File: config.mk
export PLATFORM = sky130hd
export DESIGN_NAME = arcade_input_mapper
export DESIGN_NICKNAME = d
export VERILOG_FILES = /design/src/rtl/arcade_input_mapper.sv
export SDC_FILE = /design/constraint.sdc
export NUM_CORES = 1
export LEC_CHECK = 0
export ABC_AREA = 1
export BUFFER_PORTS_ARGS = -buffer_cell sky130_fd_sc_hd__buf_2
export CAP_MARGIN = 20
export CORE_MARGIN = 2
export CORE_UTILIZATION = 45
export CTS_CLUSTER_DIAMETER = 100
export DETAILED_ROUTE_END_ITERATION = 10
export PLACE_DENSITY = 0.67
export RECOVER_POWER = 25
export SLEW_MARGIN = 20
export SYNTH_ARGS = -nofsm -noshare
export SYNTH_HDL_FRONTEND = slang
export SYNTH_SLANG_ARGS = --single-unit
File: constraint.sdc
create_clock -name clk_sys -period 2.25 [get_ports clk_sys]
set_input_delay 0.1125 -clock clk_sys [delete_from_list [all_inputs] [get_ports clk_sys]]
set_output_delay 0.1125 -clock clk_sys [all_outputs]
set_load 0.01 [all_outputs]
File: src/rtl/arcade_input_mapper.sv
// rtl/arcade_input_mapper.sv - per-player PS/2 + joystick merge, SOCD cleanup and coin pulse shaping
// Optional autofire on fire1 is built only when INPUT_AUTOFIRE_EN is defined.
module arcade_input_mapper #(
    parameter int NPLAYERS       = 2,
    parameter int COIN_PULSE_CYC = 120000,
    parameter int AUTOFIRE_DIV   = 400000
) (
    input  logic                    clk_sys,
    input  logic                    reset,
    input  logic [10:0]             ps2_key,
    input  logic [16*NPLAYERS-1:0]  joystick,
    input  logic [NPLAYERS-1:0]     af_enable,
    output logic [8*NPLAYERS-1:0]   pad
);

    localparam int CW = $clog2(COIN_PULSE_CYC + 1);

    typedef enum logic [1:0] {
        COIN_IDLE,
        COIN_PULSE,
        COIN_HOLD
    } coin_state_t;

    logic                 tog_q;
    logic                 ps2_event;
    logic [1:0][7:0]      key_q;
    logic [1:0][7:0]      key_hit;
    logic [8*NPLAYERS-1:0] pad_d;

    assign ps2_event = ps2_key[10] != tog_q;

    // Latch bit order matches the pad word: U D L R F1 F2 Start Coin.
    always_comb begin
        key_hit = '0;
        case (ps2_key[7:0])
            8'h75:   key_hit[0][0] = 1'b1;
            8'h72:   key_hit[0][1] = 1'b1;
            8'h6B:   key_hit[0][2] = 1'b1;
            8'h74:   key_hit[0][3] = 1'b1;
            default: ;
        endcase
        if (!ps2_key[8]) begin
            case (ps2_key[7:0])
                8'h29:        key_hit[0][4] = 1'b1;
                8'h14:        key_hit[0][5] = 1'b1;
                8'h05, 8'h16: key_hit[0][6] = 1'b1;
                8'h2E:        key_hit[0][7] = 1'b1;
                8'h2D:        key_hit[1][0] = 1'b1;
                8'h2B:        key_hit[1][1] = 1'b1;
                8'h23:        key_hit[1][2] = 1'b1;
                8'h34:        key_hit[1][3] = 1'b1;
                8'h1C:        key_hit[1][4] = 1'b1;
                8'h1B:        key_hit[1][5] = 1'b1;
                8'h06, 8'h1E: key_hit[1][6] = 1'b1;
                8'h36:        key_hit[1][7] = 1'b1;
                default: ;
            endcase
        end
    end

    // tog_q tracks the toggle even in reset so releasing reset never looks like an event.
    always_ff @(posedge clk_sys) begin
        tog_q <= ps2_key[10];
        if (reset) begin
            key_q <= '0;
        end else if (ps2_event) begin
            for (int p = 0; p < 2; p++) begin
                for (int b = 0; b < 8; b++) begin
                    if (key_hit[p][b]) key_q[p][b] <= ps2_key[9];
                end
            end
        end
    end

`ifdef INPUT_AUTOFIRE_EN
    localparam int AW = $clog2(AUTOFIRE_DIV + 1);

    logic [AW-1:0] af_cnt_q;
    logic          af_phase_q;

    always_ff @(posedge clk_sys) begin
        if (reset) begin
            af_cnt_q   <= '0;
            af_phase_q <= 1'b1;
        end else if (af_cnt_q == AW'(AUTOFIRE_DIV - 1)) begin
            af_cnt_q   <= '0;
            af_phase_q <= ~af_phase_q;
        end else begin
            af_cnt_q   <= af_cnt_q + AW'(1);
        end
    end
`else
    logic unused_af;
    assign unused_af = ^af_enable;
`endif

    for (genvar p = 0; p < NPLAYERS; p++) begin : g_player
        logic [15:0]  joy;
        logic [7:0]   kbd;
        logic [7:0]   raw;
        logic [3:0]   dirs;
        logic         fire1;
        logic         unused_joy;
        coin_state_t  cs_q, cs_d;
        logic [CW-1:0] cnt_q, cnt_d;

        assign joy        = joystick[16*p +: 16];
        assign unused_joy = ^{joy[15:9], joy[7]};

        if (p < 2) begin : g_kbd
            assign kbd = key_q[p];
        end else begin : g_nokbd
            assign kbd = '0;
        end

        assign raw = kbd | {joy[8], joy[6], joy[5], joy[4], joy[0], joy[1], joy[2], joy[3]};

        // Opposing directions cancel rather than one side winning.
        assign dirs[1:0] = (raw[0] & raw[1]) ? 2'b00 : raw[1:0];
        assign dirs[3:2] = (raw[2] & raw[3]) ? 2'b00 : raw[3:2];

`ifdef INPUT_AUTOFIRE_EN
        assign fire1 = raw[4] & (af_phase_q | ~af_enable[p]);
`else
        assign fire1 = raw[4];
`endif

        always_comb begin
            cs_d  = cs_q;
            cnt_d = cnt_q;
            case (cs_q)
                COIN_IDLE: begin
                    if (raw[7]) begin
                        cs_d  = COIN_PULSE;
                        cnt_d = '0;
                    end
                end
                COIN_PULSE: begin
                    if (cnt_q == CW'(COIN_PULSE_CYC - 1)) begin
                        cs_d  = COIN_HOLD;
                        cnt_d = '0;
                    end else begin
                        cnt_d = cnt_q + CW'(1);
                    end
                end
                COIN_HOLD: begin
                    if (!raw[7]) cs_d = COIN_IDLE;
                end
                default: begin
                    cs_d  = COIN_IDLE;
                    cnt_d = '0;
                end
            endcase
        end

        always_ff @(posedge clk_sys) begin
            if (reset) begin
                cs_q  <= COIN_IDLE;
                cnt_q <= '0;
            end else begin
                cs_q  <= cs_d;
                cnt_q <= cnt_d;
            end
        end

        // Coin bit uses the next state so the pulse lines up with the pad register.
        assign pad_d[8*p +: 8] = {cs_d == COIN_PULSE, raw[6:5], fire1, dirs};
    end

    always_ff @(posedge clk_sys) begin
        if (reset) pad <= '0;
        else       pad <= pad_d;
    end

endmodule

==> impl_metrics.tcl <==
set metrics [dict create \
    worstPathArrival_ns 1.88 \
    cp_slowest_cell "nand2_1" \
    tightest_slew_ns 0.780 \
    grt_max_degree 30 \
    ys_seq_elements 71 \
    hp-class "primary input to flip-flop" \
    cpMostUsedCell "nand2_1" \
    syn_area_per_cell_um2 6.82 \
    htreeDepth 3 \
    crit_family "simple AND/OR/NAND/NOR gates" \
    syn2layout_area_growth_pct 15.8 \
    netlist_area_um2 3550 \
    cpPeakStageDelay_ns 0.40 \
    insertedDiodeCount 0 \
    fin_setup_tns_ns 0 \
    insertion_delay_ns 0.36 \
    status "complete, no violations" \
    clock_skew_ns 0.0129 \
    overflow 0 \
    grt_pass1_vias 3280 \
    cts_sinks 71 \
    numCtsBuffers 9 \
    portBuffers 44 \
    path_buf_inv 1 \
    dp_cells 657 \
    die_h_um 92.8 \
    ys_seq_area_share_pct 40.0 \
    cts_resized 0 \
    finish.utilization_pct 53.5 \
    start_util_pct 46.2 \
    grt_use_total_pct 20.2 \
    p_leak_nw 1.69 \
    startpoint_type "flip-flop" \
    drive_gt1_share_pct 12.8 \
    hold_viol_final 0 \
    setup.worst_path.end_class "flip-flop" \
    die-area_um2 8620 \
    grt_pass1_wl_um 14000 \
    fp.dieW_um 92.8 \
    dp.final_hpwl_um 5790 \
    drv_slew 0 \
    vias_per_cell 5.12 \
    critPathKind "flip-flop to flip-flop" \
    drv_cap 0 \
    layout.cells.most_common "nand2_1" \
    instances_no_fill 682 \
    rsz0062_at_grt "no" \
    ios 63 \
    synth_nets 570 \
    drt_iter0_drc 199 \
    row_count 32 \
    fmax_mhz 613 \
    worstPathCellList "inv_1 > nand2_1 > nand2_1 > nand2_1 > nand2_1 > nor2_1 > nand3_1 > nand2_1 > nor2_2" \
    clk_pin_slew_ns 0.08 \
    p_per_area_nw_per_um2 607 \
    ant_nets 0 \
    syn_inst 521 \
    place_area_um2 3840 \
    ir_drop_mv 0.299 \
    routedWlPerCell_um 11.9 \
    drt_wl_total_um 8110 \
    fin_nets 625 \
    slew_headroom_pct 48.0 \
    critPathMaxFanout 14 \
    cts_tree "done" \
    final_area_um2 4110 \
    synth_cell_types 37 \
    finalSetupViolCount 0 \
    core_um2 7690 \
    root_buffer "clkbuf_8" \
    setup_ws_ns 0.620 \
    clockBufferDepth 2 \
    firstDrtPassIters 5 \
    drc 0 \
    pre_cts_ws_ns 0.610 \
    final_cell_mix "nand2_1 (109), nor2_1 (79), dfxtp_1 (71), inv_1 (60), nand3_1 (60)" \
    ys_warn_count 0 \
    via_count 3494 \
    grt_antenna_before_repair 0 \
    crit_required_ns 2.50 \
    gp_congestion 0.954 \
    finalCritPeriodShare_pct 72.5 \
    min_period_ns 1.63 \
]
[metal layers]
metal	track usage [%]	share of wire, %
met2	34.5	47
met5	0	0
met4	9.31	2.3
met3	3.50	4.0
met1	24.5	46
[worst register-to-register path: cells and delay by family, from the launching register on]
kind,cells,cell delay [ns]
and+or+nand+nor,8,1.18
DFF,1,0.32
buffers and inverters,1,0.05
[metrics by stage]
step           total power, mW  hold WS, ns
6_report                  2.50       0.0215
5_1_grt                   2.60       0.0185
4_1_cts                   2.52      0.00474
3_5_place_dp              1.52        0.247
3_3_place_gp              1.51        0.242
2_1_floorplan             1.45        0.140
[sequential cells by signal, summed over array words and instances, names as in the netlist]
register	count
g_player.cnt_q	34
g_player.cs_q	4
g_player.kbd	16
pad	16
tog_q	1
[where the power goes]
| group | internal [mW] | switching (mW) |
|---|---|---|
| Clock | 0.504 | 0.493 |
| Combinational | 0.0731 | 0.137 |
| Sequential | 1.28 | 0.00965 |
[layout make-up]
cell class | instances | area [um2]
repair buffers | 56 | 317
inverters | 62 | 233
clock inverters | 6 | 62.6
fillers | 776 | 3580
clock buffers | 9 | 124
well taps | 102 | 128
flip-flops and latches | 71 | 1420
multi-input cells | 376 | 1830
[cells by family (layout without fill, tap and decap cells)]
| group | count (synthesis) | after routing | synth area share, % |
|---|---|---|---|
| buffers and inverters | 74 | 133 | 8.56 |
| AOI/OAI and AO/OA | 66 | 66 | 10.2 |
| adders and majority gates | 2 | 2 | 0.705 |
| muxes | 1 | 1 | 0.282 |
| DFF | 71 | 71 | 40.0 |
| xor gates and xnor gates | 10 | 10 | 2.47 |
| and+or+nand+nor | 297 | 297 | 37.8 |
[synth_stat cells]
master	count	area share, %
nand2_1	109	12
nor2_1	79	8.4
dfxtp_1	71	40
inv_1	60	6.3
nand3_1	60	8.5
a21oi_1	36	5.1
o21ai_0	18	2.5
nand4_1	14	2.5
nor2_2	14	2.5
xor2_1	7	1.7
buf_2	5	0.70
o211ai_1	5	1.1
clkbuf_1	4	0.42
or4_1	4	0.85
nand2_2	3	0.53
xnor2_1	3	0.74
a21oi_2	2	0.49
ha_1	2	0.70
nand3_2	2	0.56
nand3b_1	2	0.42
nor2_4	2	0.63
nor3_1	2	0.28
o21bai_1	2	0.42
or2_2	2	0.35
a31oi_1	1	0.18
and3_1	1	0.18
buf_1	1	0.11
buf_12	1	0.56
buf_4	1	0.21
clkinv_1	1	0.11
inv_2	1	0.11
mux2i_1	1	0.28
nand2_4	1	0.32
nor3b_1	1	0.21
nor4_1	1	0.18
o21ai_2	1	0.25
o22ai_1	1	0.18
[final timing paths]
kind                                    startpoint                   end  slack (ns)  depth (start not counted)
worst max-delay path            g_player[0].kbd[7]  g_player[0].cnt_q[6]        0.62                          9
worst min-delay path                   joystick[0]                pad[3]        0.02                          3
worst max register to register  g_player[0].kbd[7]  g_player[0].cnt_q[6]        0.62                          9
worst min register to register  g_player[0].kbd[0]    g_player[0].kbd[0]        0.46                          2
[repair_timing]
action	4_1_cts	5_1_grt
setup buffers	0	0
hold buffers	10	0
endpoints found under the hold margin	11	0
No activity file was read; power rests on OpenSTA's default activity.
